===== config.mk =====
export PLATFORM = sky130hd
export DESIGN_NAME = spi_burst_ctrl
export DESIGN_NICKNAME = d
export VERILOG_FILES = /design/src/rtl/spi_pkg.sv /design/src/rtl/spi_byte_fifo.sv /design/src/rtl/spi_burst_ctrl.sv
export SDC_FILE = /design/constraint.sdc
export NUM_CORES = 1
export LEC_CHECK = 0
export CORE_ASPECT_RATIO = 0.8
export CORE_MARGIN = 3
export CORE_UTILIZATION = 60
export CTS_CLUSTER_DIAMETER = 80
export DETAILED_ROUTE_END_ITERATION = 16
export DONT_BUFFER_PORTS = 1
export HOLD_SLACK_MARGIN = 0.03
export PLACE_DENSITY = 0.76
export SYNTH_ARGS = -nofsm -noshare
export SYNTH_HDL_FRONTEND = slang
export SYNTH_SLANG_ARGS = --single-unit

===== constraint.sdc =====
create_clock -name clk -period 3.3 [get_ports clk]
set_clock_uncertainty 0.15 [all_clocks]
set_input_delay 0.165 -clock clk [delete_from_list [all_inputs] [get_ports clk]]
set_output_delay 0.165 -clock clk [all_outputs]
set_load 0.05 [all_outputs]

===== src/rtl/spi_pkg.sv =====
// Shared types for the SPI burst sequencer: byte type and burst FSM states.
package spi_pkg;

  typedef logic [7:0] byte_t;

  typedef enum logic [1:0] {
    IDLE,
    LAUNCH,
    RUN,
    WAIT_END
  } burst_state_t;

endpackage


===== src/rtl/spi_byte_fifo.sv =====
// Single-clock byte FIFO with first-word fall-through head and full/empty flags.
module spi_byte_fifo
  import spi_pkg::*;
#(
  parameter int DEPTH = 16
) (
  input  logic       clk,
  input  logic       arstn,
  input  logic       wr_en,
  input  logic [7:0] wr_data,
  input  logic       rd_en,
  output logic [7:0] rd_data,
  output logic       full,
  output logic       empty
);

  localparam int AW = $clog2(DEPTH);
  localparam logic [AW:0] PTR_ONE = {{AW{1'b0}}, 1'b1};

  byte_t       mem [DEPTH];
  logic [AW:0] wr_ptr_reg;
  logic [AW:0] rd_ptr_reg;
  logic        do_wr;
  logic        do_rd;

  // A push on a full FIFO and a pop on an empty one are ignored; an empty
  // FIFO is never bypassed, so a same-cycle push and pop only performs the push.
  assign do_wr = wr_en && !full;
  assign do_rd = rd_en && !empty;

  always_ff @(posedge clk or posedge arstn) begin
    if (arstn) begin
      wr_ptr_reg <= '0;
      rd_ptr_reg <= '0;
    end else begin
      if (do_wr) wr_ptr_reg <= wr_ptr_reg + PTR_ONE;
      if (do_rd) rd_ptr_reg <= rd_ptr_reg + PTR_ONE;
    end
  end

  always_ff @(posedge clk) begin
    if (do_wr) mem[wr_ptr_reg[AW-1:0]] <= wr_data;
  end

  assign empty   = (wr_ptr_reg == rd_ptr_reg);
  assign full    = (wr_ptr_reg[AW] != rd_ptr_reg[AW]) &&
                   (wr_ptr_reg[AW-1:0] == rd_ptr_reg[AW-1:0]);
  assign rd_data = empty ? 8'h00 : mem[rd_ptr_reg[AW-1:0]];

endmodule


===== src/rtl/spi_burst_ctrl.sv =====
// Burst sequencer feeding spi_interface from a TX FIFO and capturing MISO
// bytes into an RX FIFO, one continuous chip-select window per command.
module spi_burst_ctrl
  import spi_pkg::*;
#(
  parameter int DEPTH = 16,
  parameter int LEN_W = $clog2(DEPTH) + 1
) (
  input  logic             clk,
  input  logic             arstn,
  input  logic             tx_wr,
  input  logic [7:0]       tx_data,
  output logic             tx_full,
  input  logic             rx_rd,
  output logic [7:0]       rx_data,
  output logic             rx_empty,
  input  logic             cmd_valid,
  input  logic [LEN_W-1:0] cmd_len,
  output logic             cmd_ready,
  output logic             busy,
  output logic             done,
  output logic             tx_unf,
  output logic             rx_ovf,
  input  logic             err_clr,
  output logic [7:0]       byte_2_send,
  output logic             ena_spi,
  input  logic [7:0]       byte_received,
  input  logic             new_byte,
  input  logic             end_trans
);

  localparam logic [LEN_W-1:0] ONE     = LEN_W'(1);
  localparam logic [LEN_W-1:0] MAX_LEN = LEN_W'(DEPTH);

  burst_state_t     state_reg, state_next;
  byte_t            byte_2_send_reg, byte_2_send_next;
  logic             ena_spi_reg, ena_spi_next;
  logic             done_reg, done_next;
  logic             tx_unf_reg, tx_unf_next;
  logic             rx_ovf_reg, rx_ovf_next;
  logic [LEN_W-1:0] len_reg, len_next;
  logic [LEN_W-1:0] to_start_reg, to_start_next;
  logic [LEN_W-1:0] to_rx_reg, to_rx_next;

  logic  len_ok;
  logic  tx_load;
  logic  tx_pop;
  logic  tx_empty;
  byte_t tx_head;
  logic  rx_push;
  logic  rx_full;

  spi_byte_fifo #(.DEPTH(DEPTH)) u_tx_fifo (
    .clk     (clk),
    .arstn   (arstn),
    .wr_en   (tx_wr),
    .wr_data (tx_data),
    .rd_en   (tx_pop),
    .rd_data (tx_head),
    .full    (tx_full),
    .empty   (tx_empty)
  );

  spi_byte_fifo #(.DEPTH(DEPTH)) u_rx_fifo (
    .clk     (clk),
    .arstn   (arstn),
    .wr_en   (rx_push),
    .wr_data (byte_received),
    .rd_en   (rx_rd),
    .rd_data (rx_data),
    .full    (rx_full),
    .empty   (rx_empty)
  );

  assign len_ok = (cmd_len != '0) && (cmd_len <= MAX_LEN);

  always_ff @(posedge clk or posedge arstn) begin
    if (arstn) state_reg <= IDLE;
    else       state_reg <= state_next;
  end

  always_comb begin
    state_next       = state_reg;
    byte_2_send_next = byte_2_send_reg;
    ena_spi_next     = ena_spi_reg;
    done_next        = 1'b0;
    len_next         = len_reg;
    to_start_next    = to_start_reg;
    to_rx_next       = to_rx_reg;
    tx_load          = 1'b0;
    rx_push          = 1'b0;

    case (state_reg)
      IDLE: begin
        if (cmd_valid && len_ok) begin
          len_next     = cmd_len;
          tx_load      = 1'b1;
          ena_spi_next = 1'b1;
          state_next   = LAUNCH;
        end
      end
      LAUNCH: begin
        // Downstream latches byte 0 on this edge; stage byte 1 only if it exists.
        to_start_next = len_reg - ONE;
        to_rx_next    = len_reg;
        if (len_reg > ONE) begin
          tx_load    = 1'b1;
          state_next = RUN;
        end else begin
          ena_spi_next = 1'b0;
          state_next   = WAIT_END;
        end
      end
      RUN: begin
        if (new_byte) begin
          rx_push       = 1'b1;
          to_start_next = to_start_reg - ONE;
          if (to_start_reg > ONE) begin
            tx_load = 1'b1;
          end else begin
            ena_spi_next = 1'b0;
            state_next   = WAIT_END;
          end
        end
      end
      WAIT_END: begin
        if (end_trans) begin
          rx_push    = 1'b1;
          done_next  = 1'b1;
          state_next = IDLE;
        end else if (new_byte) begin
          rx_push = 1'b1;
        end
      end
      default: state_next = IDLE;
    endcase

    if (tx_load) byte_2_send_next = tx_empty ? 8'h00 : tx_head;
    if (rx_push) to_rx_next = (to_rx_reg != '0) ? (to_rx_reg - ONE) : '0;
  end

  assign tx_pop = tx_load && !tx_empty;

  // A new error in the same cycle as err_clr keeps the flag set.
  assign tx_unf_next = (tx_load && tx_empty) || (tx_unf_reg && !err_clr);
  assign rx_ovf_next = (rx_push && rx_full) || (rx_ovf_reg && !err_clr);

  always_ff @(posedge clk or posedge arstn) begin
    if (arstn) begin
      byte_2_send_reg <= 8'h00;
      ena_spi_reg     <= 1'b0;
      done_reg        <= 1'b0;
      tx_unf_reg      <= 1'b0;
      rx_ovf_reg      <= 1'b0;
      len_reg         <= '0;
      to_start_reg    <= '0;
      to_rx_reg       <= '0;
    end else begin
      byte_2_send_reg <= byte_2_send_next;
      ena_spi_reg     <= ena_spi_next;
      done_reg        <= done_next;
      tx_unf_reg      <= tx_unf_next;
      rx_ovf_reg      <= rx_ovf_next;
      len_reg         <= len_next;
      to_start_reg    <= to_start_next;
      to_rx_reg       <= to_rx_next;
    end
  end

  assign byte_2_send = byte_2_send_reg;
  assign ena_spi     = ena_spi_reg;
  assign done        = done_reg;
  assign tx_unf      = tx_unf_reg;
  assign rx_ovf      = rx_ovf_reg;
  assign busy        = (state_reg != IDLE);
  assign cmd_ready   = (state_reg == IDLE);

endmodule


==> results.md <==
- Final Slew Violations: 0
- Hold_sp: new_byte
- Leakage power: 4.83 nW
- Setup bufs post-CTS: 0
- Total global routing overflow: 0
- Via count: 6547
- Detailed placement HPWL: roughly 16000 µm
- # rows: 46
- Core Util, Final: 0.704
- Tmin final: about 3.1 ns
- Bufs on Longest Clock Path: 3
- Setup Crit Path Kind: reg2out
- Main area contributors after synthesis: edfxtp_1 (63%), mux4_2 (12%), dfrtp_1 (9.0%), ha_1 (1.8%), xor2_1 (1.4%)
- Peak supply drop: approximately 0.52 mV
- Slew headroom: 0.376
- Via density: 6.34
- Post_cts resized: 0
- Layout area overhead: 14.3%
- Core area: 19900 µm²
- First-pass GRT wire length: a little under 40000 µm
- Setup violators final: 0
- Footprint of the multi-input gates: approximately 3300 µm²
- WHS Path Cells: 5
- Antenna violations before repair: 1
- Fraction of registers with async set or reset after synthesis: 0.147
- Fmax: roughly 0.32 GHz
- Setup_tns: 0 ns
- Final WL: between 20000 and 30000 µm
- DRC violations left: 0
- Least-Margin Pin Slew: ~0.93 ns
- Die Span Y: roughly 130 µm
- Final period utilization: 0.947
- CTS tree: built
- Max Cap Viol: 0
- Starting Density: 0.615
- Number of fill cells: around 1.3k
- R2R Setup Slk: about 0.44 ns
- Top-count cell post-synth: edfxtp_1
- R2R cell count: 7
- Synth Flop Type: edfxtp_1
- Share of cells above drive strength 1: 0.223
- Post-synth EDFFs: between 200 and 300
- Io pins: 53
- TritonCTS buffer count: 28
- Crit path DAT: 2.81 ns
- Clock slew at reported path FFs: roughly 0.070 ns
- R2r endpoint: len_reg[4]
- Storage element area: roughly 8800 µm²
- CP endpoint kind: output pin
- Routed wire per std cell: 24.6 µm
- Hold EP: u_rx_fifo.wr_ptr_reg[0]
- Final hold vios: 0
- H-Tree Depth: 1
- Post-Syn Nets: between 700 and 800
- Worst-path cell chain: buf_4 -> mux4_2 -> mux2i_1 -> a211oi_2
- Final Net Count: 795
- Largest area contributor in the netlist: edfxtp_1
- Commonest cells post-synth: edfxtp_1 (256), mux4_2 (64), dfrtp_1 (44)
- Mapped Avg Cell Area: around 18 µm²
- Reg2reg start: state_reg[0]
- Synth top area share: 0.627
- Final ANT Viol Nets: 0
- Die W: 166 µm
- Unrepaired setup endpoints after global routing: no
- Flops & latches, synth: 300
- Clk Latency, worst-skew pair: 0.54 ns
- Yosys warning count: 0
- Hold Crit Class: in2reg
- Clock Root Buffer: clkbuf_16
- Critical Path RT: between 2 and 3 ns
- Outcome: finished, final reports clean
- Max stage delay cell, worst path: a211oi_2
- Die ar.: about 22000 µm²
- Mapped Cells: 675
- Drt first-iter violations: about 920
- Critical path fanouts, max: 19
- Buffers on Ports: 0
- PD cells: ~930 nW/µm²
- DR pass1 iterations: 5
- Crit-path max cell delay: roughly 0.82 ns
- GR Util All Layers: 0.233
- Final GP Congestion: 0.809
- Post-Synthesis Cell Area: ~12000 µm²
- Synth unique cells: 47
- Pin count of the biggest net entering global routing: between 40 and 50
- Vias in the first global route: 6685
- Post-synthesis sequential area ratio: 0.717
- Setup crit start kind: register
- CTS Sinks: 300
timing repair:
item / 4_1_cts / 5_1_grt
endpoints found under the hold margin: 326 / 0
setup endpoints to repair: 0 / 0
hold buffers: 31 / 0
metrics by stage:
stage | cell area [µm²] | power, W | setup slack [ns] | hold WS (ns) | std cells
after global routing | 14000 | 0.0136 | 0.0545 | 0.155 | 1033
after global placement | 12800 | 0.00964 | 0.684 | 0.115 | 951
after detailed placement | 12800 | 0.00980 | 0.620 | 0.115 | 951
after CTS | 14000 | 0.0130 | 0.128 | 0.0662 | 1032
final | 14000 | 0.0130 | 0.175 | 0.0970 | 1033
after floorplan | 12300 | 0.00859 | 0.442 | 0.114 | 675
critical path: cells and delay by family, from the launching register on:
kind            cells  cell delay [ns]
mux                 2             0.44
compound gates      1             0.82
flops               1             0.59
buf+inv             1             0.41
cell usage in the layout, fill, tap and decap left out, types with 2 or more instances in the layout:
cell type / n
dfrtp_2: 2
nand4_1: 5
nor4_1: 3
clkinv_1: 5
nor3_1: 15
a31oi_1: 2
mux2i_1: 11
ha_1: 18
dfrtp_1: 42
a211oi_2: 8
a22oi_1: 12
nor2b_1: 11
nand3_1: 4
clkbuf_16: 29
inv_6: 2
a211oi_1: 10
nand2_1: 34
nor3b_1: 2
inv_1: 21
nor2_1: 33
a22o_1: 8
and2_1: 3
clkinv_2: 2
clkbuf_1: 4
buf_4: 43
a21oi_1: 7
o22ai_1: 4
o21bai_1: 2
o21ai_0: 7
xnor2_1: 10
nand2b_1: 5
a21o_1: 2
dlygate4sd3_1: 31
bufinv_16: 2
clkinvlp_4: 5
edfxtp_1: 256
mux4_2: 64
mux2_2: 6
xor2_1: 20
power breakdown:
part / internal (W) / switching (W) / leakage (nW)
clock network: 0.00177 / 0.00134 / 0.420
registers: 0.00469 / 0.000658 / 2.84
logic: 0.00185 / 0.00269 / 1.57
kinds of logic (layout without fill, tap and decap cells):
kind of cell             Yosys count  count (layout)  synth area share
AO/OA/AOI/OAI                     71              71            0.0430
XOR/XNOR                          30              30            0.0214
adder cells (fa/ha/maj)           18              18            0.0184
buffers and inverters             53             146            0.0187
flip-flops                       300             300             0.717
multiplexers                      81              81             0.132
other                              0               1                 0
AND/OR/NAND/NOR                  122             122            0.0491
worst max path at each step:
| stage | to | start | slack, ns | cells past startpoint |
|---|---|---|---|---|
| 2_1_floorplan | rx_data[0] | u_rx_fifo.rd_ptr_reg[0] | 0.44 | 6 |
| 3_3_place_gp | u_rx_fifo.mem[7][6] | state_reg[0] | 0.68 | 8 |
| 3_5_place_dp | u_rx_fifo.rd_ptr_reg[1] | u_rx_fifo.rd_ptr_reg[0] | 0.62 | 5 |
| 4_1_cts | rx_data[5] | u_rx_fifo.rd_ptr_reg[0] | 0.13 | 4 |
| 5_1_grt | rx_data[5] | u_rx_fifo.rd_ptr_reg[0] | 0.05 | 4 |
| 6_report | rx_data[5] | u_rx_fifo.rd_ptr_reg[0] | 0.18 | 4 |
area by class of cell:
class	instances	share of cell area
flip-flops and latches	300	0.627
multi-input cells	322	0.234
clock buffers	33	0.0529
repair buffers	74	0.0452
well taps	264	0.0236
clock inverters	17	0.0109
inverters	22	0.00589
diodes	1	0.000179
layer usage:
metal  track usage  vias to the layer above  share of wire
li1              -                     2807              -
met1         0.353                     3369           0.42
met2         0.360                      327           0.47
met3        0.0489                       44          0.092
met4        0.0517                        0          0.018
met5             0                        -              0
No activity file was read; power rests on OpenSTA's default activity.
